**src/rtl/ysyx_23060072_lsu_pkg.sv**
```systemverilog
// Shared definitions for the LSU stage: access-size codes, FSM state encodings
// and the data-memory strobe width.
package ysyx_23060072_lsu_pkg;

   localparam int MEM_STRB_W = 4;

   localparam logic [1:0] LSU_TYPE_B = 2'b00;
   localparam logic [1:0] LSU_TYPE_H = 2'b01;
   localparam logic [1:0] LSU_TYPE_W = 2'b10;

   typedef enum logic [1:0] {
      ST_IDLE = 2'b00,
      ST_REQ  = 2'b01,
      ST_WAIT = 2'b10,
      ST_DONE = 2'b11
   } lsu_state_e;

endpackage

```
**src/rtl/ysyx_23060072_lsu_align.sv**
```systemverilog
// Combinational byte-lane logic: store lane replication and strobes, load
// extraction with sign/zero extension, and misalignment detection.
module ysyx_23060072_lsu_align
   import ysyx_23060072_lsu_pkg::*;
#(
   parameter int DATA_W = 32
) (
   input  logic [1:0]            i_lsuType,
   input  logic [1:0]            i_offset,
   input  logic                  i_signed,
   input  logic [DATA_W-1:0]     i_storeData,
   input  logic [DATA_W-1:0]     i_loadRaw,
   output logic [DATA_W-1:0]     o_storeLane,
   output logic [MEM_STRB_W-1:0] o_strb,
   output logic [DATA_W-1:0]     o_loadData,
   output logic                  o_misalign
);

   logic [DATA_W-1:0] w_shifted;

   assign w_shifted = i_loadRaw >> {i_offset, 3'b000};

   // The reserved size code 2'b11 falls into the word branch.
   always_comb begin
      o_storeLane = i_storeData;
      o_strb      = 4'b1111;
      o_loadData  = w_shifted;
      o_misalign  = 1'b0;
      case (i_lsuType)
         LSU_TYPE_B: begin
            o_storeLane = {4{i_storeData[7:0]}};
            o_strb      = 4'b0001 << i_offset;
            o_loadData  = {{(DATA_W-8){i_signed & w_shifted[7]}}, w_shifted[7:0]};
         end
         LSU_TYPE_H: begin
            o_storeLane = {2{i_storeData[15:0]}};
            o_strb      = 4'b0011 << i_offset;
            o_loadData  = {{(DATA_W-16){i_signed & w_shifted[15]}}, w_shifted[15:0]};
            o_misalign  = i_offset[0];
         end
         default: begin
            o_misalign = |i_offset;
         end
      endcase
   end

endmodule

```
**src/rtl/ysyx_23060072_lsu_stage.sv**
```systemverilog
// Memory-access pipeline stage: one load/store per instruction over a
// valid/ready data port, stalling upstream stages while the access is in flight.
module ysyx_23060072_lsu_stage
   import ysyx_23060072_lsu_pkg::*;
#(
   parameter int ADDR_W = 32,
   parameter int DATA_W = 32
) (
   input  logic                  clk,
   input  logic                  rst,
   input  logic                  wb_flag_i,
   input  logic [1:0]            LSU_type_i,
   input  logic                  store_flag_i,
   input  logic                  load_flag_i,
   input  logic                  LSU_signed_i,
   input  logic [4:0]            wb_addr_i,
   input  logic [DATA_W-1:0]     operand_a_i,
   input  logic [DATA_W-1:0]     operand_b_i,
   input  logic [DATA_W-1:0]     operand_imm_i,
   input  logic [DATA_W-1:0]     wb_data_ex_i,
   input  logic                  lsu_hold_flag_i,
   output logic                  lsu_hold_flag_o,
   output logic                  lsu_misalign_o,
   output logic                  mem_req_valid_o,
   input  logic                  mem_req_ready_i,
   output logic                  mem_req_we_o,
   output logic [ADDR_W-1:0]     mem_req_addr_o,
   output logic [DATA_W-1:0]     mem_req_wdata_o,
   output logic [MEM_STRB_W-1:0] mem_req_wstrb_o,
   input  logic                  mem_rsp_valid_i,
   input  logic [DATA_W-1:0]     mem_rsp_rdata_i,
   output logic                  wb_flag_o,
   output logic [4:0]            wb_addr_o,
   output logic [DATA_W-1:0]     wb_data_o
);

   lsu_state_e              r_state;
   lsu_state_e              w_nextState;
   logic [DATA_W-1:0]       r_rdataBuf;
   logic                    r_wbFlag;
   logic [4:0]              r_wbAddr;
   logic [DATA_W-1:0]       r_wbData;
   logic                    r_misalign;

   logic [DATA_W-1:0]       w_ea;
   logic                    w_memOp;
   logic                    w_misalign;
   logic                    w_inReq;
   logic [DATA_W-1:0]       w_storeLane;
   logic [MEM_STRB_W-1:0]   w_strb;
   logic [DATA_W-1:0]       w_loadData;
   logic                    w_capture;
   logic                    w_capFlag;
   logic [DATA_W-1:0]       w_capData;
   logic                    w_misPulse;

   assign w_ea    = operand_a_i + operand_imm_i;
   assign w_memOp = load_flag_i | store_flag_i;
   assign w_inReq = (r_state == ST_REQ);

   ysyx_23060072_lsu_align #(
      .DATA_W (DATA_W)
   ) u_align (
      .i_lsuType   (LSU_type_i),
      .i_offset    (w_ea[1:0]),
      .i_signed    (LSU_signed_i),
      .i_storeData (operand_b_i),
      .i_loadRaw   (r_rdataBuf),
      .o_storeLane (w_storeLane),
      .o_strb      (w_strb),
      .o_loadData  (w_loadData),
      .o_misalign  (w_misalign)
   );

   // Upstream operands are frozen while hold is high, so the request payload
   // can be driven straight from them and stays stable until the handshake.
   always_comb begin
      w_nextState = r_state;
      w_capture   = 1'b0;
      w_capFlag   = 1'b0;
      w_capData   = wb_data_ex_i;
      w_misPulse  = 1'b0;
      case (r_state)
         ST_IDLE: begin
            if (w_memOp) begin
               if (!w_misalign) begin
                  w_nextState = ST_REQ;
               end else if (!lsu_hold_flag_i) begin
                  w_capture  = 1'b1;
                  w_misPulse = 1'b1;
               end
            end else if (!lsu_hold_flag_i) begin
               w_capture = 1'b1;
               w_capFlag = wb_flag_i;
            end
         end
         ST_REQ: begin
            if (mem_req_ready_i) w_nextState = ST_WAIT;
         end
         ST_WAIT: begin
            if (mem_rsp_valid_i) w_nextState = ST_DONE;
         end
         ST_DONE: begin
            if (!lsu_hold_flag_i) begin
               w_nextState = ST_IDLE;
               w_capture   = 1'b1;
               w_capFlag   = load_flag_i & wb_flag_i;
               if (load_flag_i) w_capData = w_loadData;
            end
         end
         default: w_nextState = ST_IDLE;
      endcase
   end

   always_ff @(posedge clk or posedge rst) begin
      if (rst) begin
         r_state    <= ST_IDLE;
         r_rdataBuf <= '0;
      end else begin
         r_state <= w_nextState;
         if (r_state == ST_WAIT && mem_rsp_valid_i && load_flag_i) r_rdataBuf <= mem_rsp_rdata_i;
      end
   end

   always_ff @(posedge clk or posedge rst) begin
      if (rst) begin
         r_wbFlag   <= 1'b0;
         r_wbAddr   <= '0;
         r_wbData   <= '0;
         r_misalign <= 1'b0;
      end else begin
         r_misalign <= w_misPulse;
         if (w_capture) begin
            r_wbFlag <= w_capFlag;
            r_wbAddr <= wb_addr_i;
            r_wbData <= w_capData;
         end
      end
   end

   // Hold is qualified with reset so the stall releases the moment reset hits.
   assign lsu_hold_flag_o = !rst & (((r_state == ST_IDLE) & w_memOp & !w_misalign) |
                                    (r_state == ST_REQ) | (r_state == ST_WAIT));
   assign lsu_misalign_o  = r_misalign;
   assign mem_req_valid_o = w_inReq;
   assign mem_req_we_o    = w_inReq & store_flag_i;
   assign mem_req_addr_o  = w_inReq ? {w_ea[ADDR_W-1:2], 2'b00} : '0;
   assign mem_req_wdata_o = (w_inReq & store_flag_i) ? w_storeLane : '0;
   assign mem_req_wstrb_o = (w_inReq & store_flag_i) ? w_strb : '0;
   assign wb_flag_o       = r_wbFlag;
   assign wb_addr_o       = r_wbAddr;
   assign wb_data_o       = r_wbData;

endmodule

```
**config.mk**
```make
export PLATFORM = sky130hd
export DESIGN_NAME = ysyx_23060072_lsu_stage
export DESIGN_NICKNAME = d
export VERILOG_FILES = /design/src/rtl/ysyx_23060072_lsu_pkg.sv /design/src/rtl/ysyx_23060072_lsu_align.sv /design/src/rtl/ysyx_23060072_lsu_stage.sv
export SDC_FILE = /design/constraint.sdc
export NUM_CORES = 1
export LEC_CHECK = 0
export ABC_AREA = 1
export BUFFER_PORTS_ARGS = -buffer_cell sky130_fd_sc_hd__clkbuf_2
export CAP_MARGIN = 20
export CORE_MARGIN = 3
export CORE_UTILIZATION = 50
export DETAILED_ROUTE_END_ITERATION = 8
export PLACE_DENSITY = 0.83
export REMOVE_ABC_BUFFERS = 1
export SYNTH_ARGS = -nofsm -noshare
export SYNTH_HDL_FRONTEND = slang
export SYNTH_SLANG_ARGS = --single-unit
```
**constraint.sdc**
```tcl
create_clock -name clk -period 3.2 [get_ports clk]
set_clock_uncertainty 0.15 [all_clocks]
set_input_delay 0.32 -clock clk [delete_from_list [all_inputs] [get_ports clk]]
set_output_delay 0.32 -clock clk [all_outputs]
set_load 0.005 [all_outputs]
```
* Yosys cells after proc, flatten, opt, wreduce, memory -nomap -nowiden
Index checks and enable logic that the tools add are counted.
** Storage, ports and cells
- Word-level logic and storage cells :: 63
- Bits of input ports :: 176
- Output and inout bits :: 110
- Register bits :: 73
** Cells by class
- Equal/unequal tests :: 9
- Shift-type cells :: 3
- Muxes and demuxes :: 26
- Bitwise logic cells :: 10
- Reductions and logical operators :: 8
- $add $sub $neg :: 1
** Operators with widths (count)
- 32-bit two-way mux :: 5
- 32-bit case mux with 2 select lines :: 2
- 32-bit adder :: 1
- 32-bit by 5-bit >> shifter with 32-bit output :: 1
- 2-bit two-way mux :: 5
- 2-bit != test (second input constant) :: 5
- 1-bit two-way mux :: 8
- 2-bit case mux with 4 select lines :: 1
- 4-bit case mux with 2 select lines :: 1
- 1-bit AND :: 7
- 1-bit case mux with 2 select lines :: 3
- 5-bit AND reduction :: 1
- 2-bit by 1-bit equality test with 1-bit output (second input constant) :: 2
- 2-bit equality test (second input constant) :: 2
- 2-bit logical NOT :: 2
- 4-bit two-way mux :: 1
- 1-bit by 2-bit left shift with 4-bit output (first input constant) :: 1
- 2-bit by 2-bit left shift with 4-bit output (first input constant) :: 1
- 1-bit bitwise OR :: 3
- 1-bit logical AND :: 2
- 1-bit logical NOT :: 2
- 2-bit OR reduction :: 1

* Logic depth before layout (Yosys ltp)
- Depth after elaboration :: 8
- Depth in mapped cells :: 13
- Depth with buffers taken out :: 13

* Hierarchy
From an unflattened synthesis, not the netlist that was laid out.
** Unflattened totals
- Cells, all modules :: 1177
- Area, all modules :: 7359.6 um^2
** Modules (own cells, without submodules)
- ysyx_23060072_lsu_stage :: instances 1, seq. area each 1826.8 um^2, area each 6063.3 um^2, cells an instance 920
- ysyx_23060072_lsu_align :: instances 1, seq. area each 0.0 um^2, area each 1296.2 um^2, cells an instance 257

* Least setup slack after synthesis
OpenSTA, ideal clock, no wires.
- Path kind :: input -> register
- Start :: input operand_a_i[0]
- End :: register r_wbData[2] (netlist: wb_data_o[2])
- Data required time :: 2926 ps
- Data arrival time :: 1948 ps
- Setup time :: 124 ps
- Buffers on the path :: 2
- Cell stages on the path :: 13
- Slack :: 978 ps
- Path through :: ha_1 > inv_1 > fa_1 > inv_2 > nor2_2 > nor2_1 > o21ai_2 > nand2_1 > nand2_2 > buf_6 > buf_8 > nand2_1 > o21ai_2
** Between the ends
- Longest elaborated chain between the ends :: 6
- Elaborated cells between the ends (all ways) :: 11
** RTL lines
- start, declared :: RTL line ysyx_23060072_lsu_stage.sv:17 : input logic [DATA_W-1:0] operand_a_i,
- 32-bit adder (*) :: RTL line ysyx_23060072_lsu_stage.sv:57 : assign w_ea = operand_a_i + operand_imm_i;
- 32-bit by 5-bit >> shifter with 32-bit output or 2-bit OR reduction (tied branches) :: RTL line ysyx_23060072_lsu_align.sv:21, ysyx_23060072_lsu_align.sv:42
- 32-bit case mux with 2 select lines or 1-bit case mux with 2 select lines (tied branches) :: RTL line ysyx_23060072_lsu_align.sv:29 : case (i_lsuType)
- 32-bit two-way mux or 1-bit two-way mux (tied branches) :: RTL line ysyx_23060072_lsu_stage.sv:108, ysyx_23060072_lsu_stage.sv:86
- 32-bit two-way mux or 1-bit two-way mux (tied branches) :: RTL line ysyx_23060072_lsu_stage.sv:104, ysyx_23060072_lsu_stage.sv:85
- 32-bit two-way mux or 1-bit case mux with 2 select lines (tied branches) :: RTL line ysyx_23060072_lsu_stage.sv:83 : case (r_state)
- end signal, assigned :: RTL line ysyx_23060072_lsu_stage.sv:136 : r_wbData <= w_capData;
- end, declared :: RTL line ysyx_23060072_lsu_stage.sv:42 : logic [DATA_W-1:0] r_wbData;
Every way passes the cells marked *; elsewhere a longest branch is shown, timed or not.
A chain may end at the register's enable or synchronous reset.

* Final worst setup path
- Start :: register r_state[1]
- End :: output mem_req_wdata_o[26]
** Between the ends
- Longest elaborated chain between the ends :: 3
** RTL lines
- start, declared :: RTL line ysyx_23060072_lsu_stage.sv:37 : lsu_state_e r_state;
- start signal, assigned :: RTL line ysyx_23060072_lsu_stage.sv:120 : r_state <= w_nextState;
- 2-bit by 1-bit equality test with 1-bit output :: RTL line ysyx_23060072_lsu_stage.sv:59 : assign w_inReq = (r_state == ST_REQ);
- 1-bit AND :: RTL line ysyx_23060072_lsu_stage.sv:148 : assign mem_req_wdata_o = (w_inReq & store_flag_i) ? w_storeLane : '0;
- 32-bit two-way mux :: RTL line ysyx_23060072_lsu_stage.sv:148
- end, declared :: RTL line ysyx_23060072_lsu_stage.sv:28 : output logic [DATA_W-1:0] mem_req_wdata_o,
No other way between the ends.

==> metrics <==
outcome completed; Max Cap Viol 0; Netlist cell types 40; total track usage around 29%; Root Buffer clkbuf_16; drt pass-1 iters 6; num ports about 290; Avg Vias per Cell about 5.2; CP max stage delay about 0.42 ns; final hold violations 0; Critical Setup Path Class reg -> out; synth top area cells dfrtp_1, nand2_1, inv_1; largest net degree at the start of global routing 57; routed length per instance between 10 and 15 um; Core Rows 42; Leak 5.190 nW; ys flop type dfrtp_1; post-CTS sizing 0; nets@finish roughly 1600; Final setup viols 0; highest-count cells in the layout ignoring fill and taps nand2_1, clkbuf_2, inv_1, nor2_1, a21oi_1; TritonCTS Sinks 73; Port Buffer Count roughly 280; crit path time final roughly 2.7 ns; Worst-Skew Late Latency around 0.33 ns; Max FO, Critical Path 20; RSZ-0062 raised after global routing false; Die ar. ~15000 sq um; post-layout instance area about 8600 sq um; clock transition at the registers of the reported paths about 0.06 ns; # fillers ~1200; register cell area after layout 1827 sq um; synthesized area slightly below 7000 sq um; Startpoint Class flip-flop; Post-DP Area roughly 8300 sq um; fin. max-slew vios 0; area grow syn2layout 26.13%; Required @ worst endpoint 2.73 ns; worst path cell trace inv_1, ha_1, nand2_1, buf_4, inv_1, o21ai_0, o21ai_0, o221a_2, clkbuf_2; starting density of the core slightly above 50%; gate count after technology mapping between 1000 and 1500; H-tree depth 3; die width approximately 120 um; Post-synth EDFFs 0; hold_buf cts 1; Critical Path End Type output port; worst slew pin tran approximately 1 ns; ys async rst share 100.0%; gr ovfl total 0; CTS tree yes; post-DP HPWL 18.04 mm; most common cell after layout, fill and taps aside nand2_1; Seq cells post-synth 73; Iteration-0 DRC Markers just under 600; power density cells a little over 600 nW/um^2; number of global-route vias before repair between 7000 and 8000; Setup TNS Final 0 ns; Slowest-stage cell, CP dfrtp_1; min-delay worst type in -> reg; sequential share of the synthesized area 26.72%; Final period util a little over four fifths; share of layout cells above drive strength 1 between 20% and 30%; Placer Congestion a little under 1; WP data arrival ~2.2 ns; first-pass GRT wire length about 35 mm; total CTS buffers 9; area occupied by multi-input gates 4140 sq um; Clock Tree Buf Depth 2; post-synth top area share between 20% and 30%; core area between 10000 and 15000 sq um; Synth area leader dfrtp_1; YS warnings 0; worst vdd ir 0.0003785 V; drc violations 0; DRT Wirelength between 20 and 25 mm; Relative slew margins 34.26%; Antenna Cells 0; ANT nets after route 0; Vias roughly 8000; initial antenna violation count 0; fmax 0.3744 GHz; Avg Synthesized Cell Area 6.243 sq um; Die Ht about 120 um; postcts setup bufs 0
## layout make-up
type	instances	share of cell area (%)
tap	176	2.554
clock inverter	6	0.4933
sequential	73	21.18
inverter	169	7.371
multi-input combinational	814	48.01
clock buffer	10	2.655
timing repair buffer	296	17.73
## where the power goes
part           switching [mW]  total (mW)  leakage, nW  internal, mW
registers               0.263        1.63        0.884          1.36
logic                    1.60        2.73         4.18          1.13
clock network           0.379       0.904        0.129         0.525
total                    2.25        5.26         5.19          3.01
## flip-flops by register name, summed over array words and instances (netlist names)
| name | cells |
|---|---|
| wb_addr_o | 5 |
| lsu_misalign_o | 1 |
| r_rdataBuf | 32 |
| wb_flag_o | 1 |
| wb_data_o | 32 |
| r_state | 2 |
## cells in the mapped netlist (4+ instances only)
master	number
nand2_1	329
inv_1	165
nor2_1	129
a21oi_1	78
dfrtp_1	73
o21ai_0	70
nand3_1	59
ha_1	35
mux2_2	18
clkbuf_1	16
buf_2	11
nor3_1	9
o21ai_1	9
o211ai_1	8
o21ai_2	8
a31oi_1	7
mux2i_1	7
o221a_2	7
xnor2_1	6
and2_1	5
nand4_1	5
o211ai_2	5
buf_4	4
buf_6	4
## critical path, delay by kind of cell, from the launching register on
family | cells | cell delay, ns
AOI/OAI and AO/OA | 3 | 0.57
adders and majority gates | 1 | 0.18
buffers and inverters | 4 | 0.65
DFF | 1 | 0.42
and+or+nand+nor | 1 | 0.06
## logic make-up (layout without fill, tap and decap cells)
kind of cell	after synthesis	count (layout)	share of synthesized area, %
simple gates	544	544	31.88
buf+inv	209	481	12.85
compound gates	201	201	17.04
flops	73	73	26.72
fa+ha+maj	36	36	6.698
mux	25	25	3.990
xor+xnor	6	6	0.7687
other cells	1	2	0.05485
## through the flow
stage	total power, mW	worst slack, ns	util [%]	instances	hold slack (ns)
after floorplan	3.212	0.01386	-	1056	0.2405
after global routing	5.710	0.3594	64.86	1544	0.04545
after detailed placement	4.343	0.5966	62.74	1527	0.2841
after CTS	5.263	0.5617	64.86	1544	0.03886
after global placement	4.258	0.5964	62.74	1527	0.2763
final	5.261	0.5289	64.86	1544	0.04206
## per-layer routing
layer  part of all wire, %  wire [um]  GRT usage [%]
met3                   7.3       1625          3.614
met2                    49      10910          51.90
met5                     0          0              0
met1                    41       9222          36.39
met4                   2.4        539          8.607
## final timing paths
check / from / end / slack (ns) / cells after the start
worst max-delay path: r_state[1] / mem_req_wdata_o[26] / 0.53 / 9
worst min-delay path: wb_addr_i[3] / wb_addr_o[3] / 0.04 / 3
worst max register to register: r_state[1] / wb_data_o[31] / 1.05 / 8
worst min register to register: wb_data_o[4] / wb_data_o[4] / 0.33 / 2
max in group asynchronous: rst / r_rdataBuf[19] / 1.68 / 4
min in group asynchronous: rst / r_rdataBuf[25] / 0.52 / 3
Note: power is estimated with default switching activity, not from simulation.
